File: src/rtl/mem_loader.sv
// rtl/mem_loader.sv - byte-stream to 32-bit word memory loader with core halt
module mem_loader #(
    parameter int ADDR_W = 11,
    parameter int CNT_W  = 12
) (
    input  logic              clk_i,
    input  logic              rst_n_i,
    input  logic              start_i,
    input  logic              abort_i,
    input  logic [ADDR_W-1:0] base_addr_i,
    input  logic [CNT_W-1:0]  word_count_i,
    input  logic [7:0]        rx_data_i,
    input  logic              rx_valid_i,
    output logic              rx_ready_o,
    output logic [ADDR_W-1:0] mem_address_o,
    output logic [31:0]       mem_Datain1_o,
    output logic [31:0]       mem_Datain2_o,
    output logic              mem_Wr_o,
    output logic              cpu_halt_o,
    output logic              busy_o,
    output logic              done_o
);

    typedef enum logic [2:0] {
        S_IDLE,
        S_HALT,
        S_COLLECT,
        S_WRITE,
        S_DONE
    } state_t;

    state_t             state_q, state_d;
    logic [ADDR_W-1:0]  addr_q, addr_d;
    logic [CNT_W-1:0]   remain_q, remain_d;
    logic [31:0]        data_q, data_d;
    logic [1:0]         idx_q, idx_d;

    always_ff @(posedge clk_i or negedge rst_n_i) begin
        if (!rst_n_i) begin
            state_q  <= S_IDLE;
            addr_q   <= '0;
            remain_q <= '0;
            data_q   <= '0;
            idx_q    <= '0;
        end else begin
            state_q  <= state_d;
            addr_q   <= addr_d;
            remain_q <= remain_d;
            data_q   <= data_d;
            idx_q    <= idx_d;
        end
    end

    always_comb begin
        state_d    = state_q;
        addr_d     = addr_q;
        remain_d   = remain_q;
        data_d     = data_q;
        idx_d      = idx_q;
        rx_ready_o = 1'b0;
        mem_Wr_o   = 1'b1;
        done_o     = 1'b0;
        case (state_q)
            S_IDLE: begin
                if (start_i) begin
                    addr_d   = base_addr_i;
                    remain_d = word_count_i;
                    idx_d    = '0;
                    state_d  = S_HALT;
                end
            end
            S_HALT: begin
                state_d = (remain_q == '0) ? S_DONE : S_COLLECT;
            end
            S_COLLECT: begin
                rx_ready_o = 1'b1;
                if (rx_valid_i) begin
                    data_d[{idx_q, 3'b000} +: 8] = rx_data_i;
                    idx_d = idx_q + 2'd1;
                    if (idx_q == 2'd3) begin
                        state_d = S_WRITE;
                    end
                end
            end
            S_WRITE: begin
                mem_Wr_o = 1'b0;
                remain_d = remain_q - 1'b1;
                addr_d   = addr_q + 1'b1;
                state_d  = (remain_q == CNT_W'(1)) ? S_DONE : S_COLLECT;
            end
            S_DONE: begin
                done_o  = 1'b1;
                state_d = S_IDLE;
            end
            default: begin
                state_d = S_IDLE;
            end
        endcase
        // Abort overrides everything: no strobe, no pulse, no byte consumed.
        if (state_q != S_IDLE && abort_i) begin
            state_d    = S_IDLE;
            addr_d     = addr_q;
            remain_d   = remain_q;
            data_d     = data_q;
            idx_d      = '0;
            rx_ready_o = 1'b0;
            mem_Wr_o   = 1'b1;
            done_o     = 1'b0;
        end
    end

    assign mem_address_o = addr_q;
    assign mem_Datain1_o = data_q;
    assign mem_Datain2_o = '0;
    assign busy_o        = (state_q != S_IDLE);
    assign cpu_halt_o    = (state_q != S_IDLE);

endmodule

File: config.mk
export PLATFORM = sky130hd
export DESIGN_NAME = mem_loader
export DESIGN_NICKNAME = d
export VERILOG_FILES = /design/src/rtl/mem_loader.sv
export SDC_FILE = /design/constraint.sdc
export NUM_CORES = 1
export LEC_CHECK = 0
export CELL_PAD_IN_SITES_DETAIL_PLACEMENT = 1
export CELL_PAD_IN_SITES_GLOBAL_PLACEMENT = 1
export CORE_MARGIN = 2
export CORE_UTILIZATION = 25
export CTS_BUF_LIST = sky130_fd_sc_hd__clkbuf_8
export DETAILED_ROUTE_END_ITERATION = 7
export GPL_ROUTABILITY_DRIVEN = 0
export GPL_TIMING_DRIVEN = 0
export PLACE_DENSITY = 0.64
export SLEW_MARGIN = 10
export SYNTH_ARGS = -nofsm -noshare
export SYNTH_HDL_FRONTEND = slang
export SYNTH_SLANG_ARGS = --single-unit
File: constraint.sdc
create_clock -name clk_i -period 2.5 [get_ports clk_i]
set_input_delay 0.25 -clock clk_i [delete_from_list [all_inputs] [get_ports clk_i]]
set_output_delay 0.25 -clock clk_i [all_outputs]
set_load 0.01 [all_outputs]
# Yosys cells after proc, flatten, opt, wreduce, memory -nomap -nowiden
# Index checks and enable logic that the tools add are counted.
[totals]
reg_bits = 60
elab_cells = 54
out_inout_bits = 80
[op_classes]
n_reduce_logical = 10
bitwise = 1
add_sub_neg = 4
eq_ne = 10
mux = 22
n_shift = 2
[ops]
columns = ["cell", "count"]
rows = [
  ["$bwmux 32", 1],
  ["$shift 8x7->32 const A", 1],
  ["$shiftx 8x7->32", 1],
  ["$pmux 12 s2", 1],
  ["$pmux 11 s2", 1],
  ["$mux 3", 6],
  ["$eq 12x1->1 const B", 1],
  ["$logic_not 12->1", 1],
  ["$mux 12", 1],
  ["$pmux 3 s4", 1],
  ["$reduce_and 3->1", 4],
  ["$sub 12x1->12 const B", 1],
  ["$add 11x1->11 const B", 1],
  ["$mux 11", 1],
  ["$ne 3x3->1 const B", 3],
  ["$neg 5->7", 1],
  ["$eq 3x2->1 const B", 2],
  ["$mux 1", 6],
  ["$mux 2", 3],
  ["$reduce_bool 3->1", 2],
  ["$pmux 2 s2", 1],
  ["$eq 3x1->1 const B", 1],
  ["$eq 3x3->1 const B", 1],
  ["$logic_not 3->1", 1],
  ["6 further kinds", 6],
]

# Longest topological paths before layout
# Gate-level depths: netlist of run 1.
[logic_depth]
word_depth = 5
ltp_mapped = 7
ltp_nobuf = 6

# Worst setup path after synthesis of run 1
# No wires, ideal clock.
[synth_path]
kind = "reg2reg"
startpoint = "reg idx_q[0]"
endpoint = "reg data_q[0], in the netlist mem_Datain1_o[0]"
t_required_ns = 2.417
arrival_ns = 1.682
period_less_slack_ns = 1.766
stages_incl_launch_ff = 6
setup_slack_ns = 0.734
path_cell_list = "dfrtp_1 > inv_1 > ha_1 > nor3b_1 > nand2_1 > o21ai_0"
[synth_via]
elab_chain_cells = 3
elab_cells_between_ends = 4
cone_classes = "1 x add/sub; 2 x shift; 1 x mux"
[synth_lines]
columns = ["element", "line", "source"]
rows = [
  ["start: declaration", "36", "logic [1:0] idx_q, idx_d;"],
  ["start signal: assignment", "50", "idx_q <= idx_d;"],
  ["$neg 5->7 *", "78", "data_d[{idx_q, 3'b000} +: 8] = rx_data_i;"],
  ["$shiftx 8x7->32 / $shift 8x7->32 (equally long branches)", "78", ""],
  ["$bwmux 32 *", "78", ""],
  ["end signal: assignment", "49", "data_q <= data_d;"],
  ["end: declaration", "35", "logic [31:0] data_q, data_d;"],
]
# Every way passes the cells marked *; elsewhere a longest branch is shown, timed or not.
# A chain may end at the register's enable or synchronous reset.

# Worst setup path after layout of run 1
[layout_path]
startpoint = "reg idx_q[0]"
endpoint = "reg data_q[21], in the netlist mem_Datain1_o[21]"
# Same word-level chain as after synthesis.

==> impl_metrics.tcl, run 1 <==
set metrics [dict create \
    worstSetupEndpointType "register" \
    path_cells "inv_1 -> ha_1 -> nor3b_1 -> nand2_1 -> o21ai_0" \
    vias_per_cell 4.58 \
    hold_viol_final 18 \
    area_growth_pct 39.5 \
    cts.reportedPaths.clkPinSlew_ns 0.06 \
    dieHeight_um 121 \
    clock.fmax_ghz 0.430 \
    overflow 0 \
    firstDrtPassIters 4 \
    io_pins 116 \
    rrSetupSlack_ns 0.17 \
    synth_edf_count 0 \
    rsz0062_at_grt "yes" \
    design_area_sq_um 4740 \
    cts_buffers 9 \
    place_hpwl_um 7930 \
    fin_crit_ns 2.33 \
    leakagePower_nw 2.03 \
    status "finished with violations" \
    synth-async-reset-ratio 1.00 \
    slowest_delay_ns 0.85 \
    synth_warnings 0 \
    worst_setup_path_start_kind "register" \
    clock-sinks 60 \
    maxSlewHeadroom 0.325 \
    cts_hold_buffers 0 \
    cts_resized 0 \
    stdcell_count 692 \
    ir_drop_v 0.000247 \
    placed_area_sq_um 4550 \
    netlist-cell-type-count 50 \
    cp_top_family "simple AND/OR/NAND/NOR gates" \
    initial_core_util 0.257 \
    mostFrequentLayoutCells "clkdlybuf4s50_1 (81), nand2_1 (73), dfrtp_1 (60), o21ai_0 (57), buf_4 (34)" \
    hold_ws_ns -0.0331 \
    dp_cells 678 \
    fin_crit_sh 0.931 \
    port_buffers 82 \
    antenna_cells 0 \
    r2r-start "idx_q[0]" \
    core_area_sq_um 13200 \
    synth-seq-area-share 0.442 \
    p_per_area_nw_per_um2 923 \
    arrival_ns 2.59 \
    root_buffer "clkbuf_8" \
    clk_path_buf_depth 2 \
    synth_area_per_cell_sq_um 8.74 \
    grt_pass1_vias 3350 \
    tns_ns 0 \
    wl_per_cell_um 15.3 \
    drtIter0Drc 242 \
    drive_above_1_share 0.120 \
    vias 3166 \
    violations "negative hold slack" \
    nNetsFinal 558 \
    slowest_stage "nor3b_1" \
    antenna_left 0 \
    netlist_instances 389 \
    rows 42 \
    r2r_end "mem_Datain1_o[21]" \
    drv_cap 0 \
    antenna_found_initial 0 \
    grt_max_degree 61 \
    final_common_cell "clkdlybuf4s50_1" \
    clkLatencyLatePin_ns 0.35 \
    hold_class "input port to asynchronous set/reset pin" \
    critical_path_class "register to register" \
    crit_path_max_fanout 8 \
    die_area_sq_um 14500 \
    synth_seq_cells 60 \
    crit_buf_inv 1 \
    reg2regPathDepth 5 \
    htree_levels 3 \
    design_power_total_mw 4.38 \
    cts_tree "built" \
    maxSlewViolCount 0 \
    fill_cells 1573 \
    wl_um 10600 \
    cts_setup_buffers 0 \
    cp_num_cells 5 \
    fin_skew_ns 0.0108 \
    drc 0 \
    die_w_um 121 \
    grt_pass1_wl_um 17200 \
    worst-slew-pin-transition_ns 1.01 \
    grt_usage 0.150 \
    critPathRequiredTime_ns 2.76 \
    setup_viol 0 \
    synth_ff_type "dfrtp_1" \
    synthesis.area_sq_um 3400 \
]
state kept, by name, summed over array words and instances (netlist names):
name           count
idx_q              2
mem_Datain1_o     32
mem_address_o     11
remain_q          12
state_q            3
cells in the mapped netlist, types with 3 or more instances:
cell       instances  area share
a31oi_1            4      0.0074
nor2_1            18       0.020
a21oi_1           12       0.018
o21ai_0           57       0.084
clkbuf_1          10       0.011
o22ai_1            4      0.0074
nand2_1           73       0.081
inv_1              7      0.0077
dfrtp_1           60        0.44
nand3_1           13       0.019
buf_2              7       0.010
nor3_1             7       0.010
a41oi_1            3      0.0077
nor4_1             3      0.0055
a22oi_1            4      0.0088
buf_4             33       0.073
nor3b_1            5       0.011
a2bb2oi_1         10       0.026
and3_1             4      0.0074
ha_1              10       0.037
nand4_1            7       0.013
and2_1             5      0.0092
worst reg2reg max path, cell delays in order (launching register included):
cell,delay (ns)
dfrtp_1,0.49
inv_1,0.16
ha_1,0.43
nor3b_1,0.85
nand2_1,0.11
o21ai_0,0.20
worst max-delay path by stage:
| stage | start | to | slack (ns) |
|---|---|---|---|
| 2_1_floorplan | idx_q[0] | mem_Datain1_o[0] | 0.73 |
| 3_3_place_gp | rst_n_i | mem_Datain1_o[6] | -0.92 |
| 3_5_place_dp | idx_q[0] | mem_Datain1_o[21] | 0.18 |
| 4_1_cts | idx_q[0] | mem_Datain1_o[21] | 0.16 |
| 5_1_grt | idx_q[0] | mem_Datain1_o[2] | -0.07 |
| 6_report | idx_q[0] | mem_Datain1_o[21] | 0.17 |
area by class of cell:
class                           instances  area (sq um)  area share
Inverter                                7          26.3     0.00554
Buffer                                 52           343      0.0723
Timing Repair Buffer                   82           818       0.173
Tap cell                              176           220      0.0465
Clock buffer                           10           138      0.0290
Clock inverter                          5          52.6      0.0111
Sequential cell                        60          1500       0.317
Multi-Input combinational cell        300          1640       0.346
per-layer routing:
| layer | global-route usage | up-vias | part of all wire |
|---|---|---|---|
| li1 | - | 1549 | - |
| met2 | 0.256 | 64 | 0.50 |
| met4 | 0.0632 | 0 | 0.015 |
| met1 | 0.194 | 1541 | 0.45 |
| met3 | 0.0160 | 12 | 0.033 |
| met5 | 0 | - | 0 |
through the flow:
stage	hold WS [ns]	util	setup slack (ns)
after floorplan	-0.0456	-	0.734
after global placement	0.467	0.344	-0.923
after detailed placement	0.395	0.344	0.183
after CTS	0.0223	0.358	0.160
after global routing	0.0592	0.358	-0.0656
final	-0.0331	0.358	0.172
what timing repair did:
action / 4_1_cts / 5_1_grt
setup endpoints to repair: 1 / 7
endpoints found under the hold margin: 0 / 0
gates cloned: 0 / 0
where the power goes:
group          switching (mW)  internal [mW]  total, mW
clock network           0.398          0.476      0.874
registers               0.284           1.23       1.52
logic                    1.08          0.909       1.99
cell families after synthesis:
group,share of synthesized area
simple gates,0.209
compound gates,0.196
buf+inv,0.110
flops,0.442
fa+ha+maj,0.0368
mux,0.00589
other cells,0.00110
(Power assumes the default switching activity.)
==> run 2: changes to the inputs <==
--- a/config.mk
+++ b/config.mk
@@ -13,7 +13,7 @@
 export DETAILED_ROUTE_END_ITERATION = 7
 export GPL_ROUTABILITY_DRIVEN = 0
 export GPL_TIMING_DRIVEN = 0
-export PLACE_DENSITY = 0.64
+export PLACE_DENSITY_LB_ADDON = 0.1
 export SLEW_MARGIN = 10
 export SYNTH_ARGS = -nofsm -noshare
 export SYNTH_HDL_FRONTEND = slang
==> run 2 against run 1 <==
  * The run now ends clean
  * Final cell count rose by 0.43%
  * Sequential share of layout area fell by 0.49 points
  * Critical endpoint is now mem_Wr_o
  * Die area did not move
  * Routed wire length rose by 3.0%
  * Worst hold slack improved by 0.35 ns
  * Critical path depth did not move
  * Via count rose by 0.82%
  * Largest power group unchanged
  * Final area rose by 1.6%
  * Clock-buffer cell count fell by 1
==> impl_metrics.tcl, run 2 (synthesized netlist as in run 1, its figures left out) <==
set metrics [dict create \
    grt_pass1_vias 3330 \
    die_area_sq_um 14500 \
    fin_crit_ns 2.32 \
    grt_usage 0.158 \
    worst_setup_path_start_kind "register" \
    combPwrFrac 0.446 \
    largest_reg_flops 32 \
    hold_viol_final 0 \
    critPathRequiredTime_ns 2.25 \
    slowest_delay_ns 0.49 \
    area_growth_pct 41.6 \
    status "complete, no violations" \
    core_area_sq_um 13200 \
    drc 0 \
    drive_above_1_share 0.125 \
    slowest_stage "clkdlybuf4s50_1" \
    final_common_cell "clkdlybuf4s50_1" \
    overflow 0 \
    wl_um 10900 \
    root_buffer "clkbuf_8" \
    grt_max_degree 42 \
    reg2regPathDepth 6 \
    r2r_end "remain_q[0]" \
    cts.reportedPaths.clkPinSlew_ns 0.08 \
    worst-slew-pin-transition_ns 0.904 \
    crit_path_start "state_q[2]" \
    arrival_ns 2.07 \
    clock.fmax_ghz 0.432 \
    die_w_um 121 \
    place_hpwl_um 8050 \
    clock-sinks 60 \
    cp_top_family "buffers and inverters" \
    rsz0062_at_grt "no" \
    ir_drop_v 0.000374 \
    port_buffers 82 \
    p_int_mw 2.71 \
    rrSetupSlack_ns 0.27 \
    final_util 0.363 \
    initial_core_util 0.257 \
    antenna_found_initial 0 \
    stdcell_count 695 \
    r2r-start "state_q[1]" \
    cts_buffers 9 \
    crit_path_max_fanout 19 \
    rows 42 \
    nNetsFinal 560 \
    path_cells "buf_2 -> and3b_1 -> buf_2 -> nand2b_1 -> clkdlybuf4s50_1" \
    io_pins 116 \
    htree_levels 3 \
    cts_setup_buffers 0 \
    clk_path_buf_depth 2 \
    hold_class "input port to asynchronous set/reset pin" \
    mostFrequentLayoutCells "clkdlybuf4s50_1 (81), nand2_1 (73), dfrtp_1 (60), o21ai_0 (57), buf_4 (34)" \
    drv_cap 0 \
    vias 3192 \
    dp_cells 679 \
    maxSlewHeadroom 0.392 \
    wl_per_cell_um 15.7 \
    dieHeight_um 121 \
    critical_path_class "register to primary output" \
    drtIter0Drc 91 \
    maxSlewViolCount 0 \
    setup_viol 0 \
    fin_crit_sh 0.926 \
    clkLatencyLatePin_ns 0.35 \
    grt_pass1_wl_um 17800 \
    critical_path.most_common_cell "buf_2" \
    fin_skew_ns 0.00946 \
    antenna_cells 0 \
    seqPwrFrac 0.335 \
    p_per_area_nw_per_um2 939 \
    firstDrtPassIters 4 \
    power.switching_mw 1.81 \
    leakagePower_nw 2.06 \
    vias_per_cell 4.59 \
    crit_buf_inv 3 \
    cts_tree "built" \
    worstSetupEndpointType "primary output" \
    antenna_left 0 \
    swShare 0.401 \
    p_clk_frac 0.219 \
]
-- run 2: cell count changes in the layout (fill, tap and decap cells not counted), sizes merged --
| cell | change |
|---|---|
| buf | +1 |
| bufinv | +1 |
| clkbuf | -1 |
| clkinv | -1 |
| clkinvlp | +1 |
| dlygate4sd3 | +1 |
| inv | +1 |
-- run 2: layout make-up --
| type | instances | area [sq um] |
|---|---|---|
| buffer | 52 | 343 |
| clock buffer | 9 | 124 |
| clock inverter | 7 | 92.6 |
| fill | 1572 | 8430 |
| inverter | 7 | 26.3 |
| multi-input combinational | 300 | 1650 |
| sequential | 60 | 1500 |
| tap | 176 | 220 |
| timing repair buffer | 84 | 856 |
-- run 2: how the worst max path moves through the flow --
stage / endpoint / slack (ns) / cells after the start
after global routing: mem_Datain1_o[28] / 0.006 / 5
after global placement: mem_Datain1_o[12] / -1.09 / 1
after CTS: mem_Datain1_o[5] / 0.12 / 5
after floorplan: mem_Datain1_o[0] / 0.73 / 5
final: mem_Wr_o / 0.18 / 5
after detailed placement: mem_Wr_o / 0.11 / 6
-- run 2: power groups by stage --
stage / Sequential (mW) / Clock [mW] / Combinational, mW
6_report: 1.52 / 0.989 / 2.02
4_1_cts: 1.52 / 1.03 / 2.03
2_1_floorplan: 1.52 / 0 / 1.17
3_5_place_dp: 1.53 / 0 / 2.03
3_3_place_gp: 1.52 / 0 / 2.00
5_1_grt: 1.57 / 1.06 / 2.26
-- run 2: through the flow --
step / power [mW] / setup slack [ns] / hold slack [ns] / TNS [ns] / area (sq um)
floorplan: 2.69 / 0.734 / -0.0456 / 0 / 3510
global route: 4.89 / 0.00608 / 0.336 / 0 / 4810
finish: 4.52 / 0.185 / 0.319 / 0 / 4810
global placement: 3.52 / -1.09 / 0.465 / -65.05 / 4560
CTS: 4.58 / 0.120 / 0.318 / 0 / 4800
detailed placement: 3.57 / 0.110 / 0.159 / 0 / 4580
-- run 2: layer usage --
layer,routed length (um),global-route usage
met5,0,0
met4,109,0.0458
met3,507,0.0377
met2,5080,0.249
met1,5220,0.217
-- run 2: timing repair --
action                                 CTS  global route
hold buffers                             1             0
resized for setup                        0             2
pin swaps                                0             0
gates cloned                             0             0
setup endpoints to repair                1            12
endpoints found under the hold margin   19             0
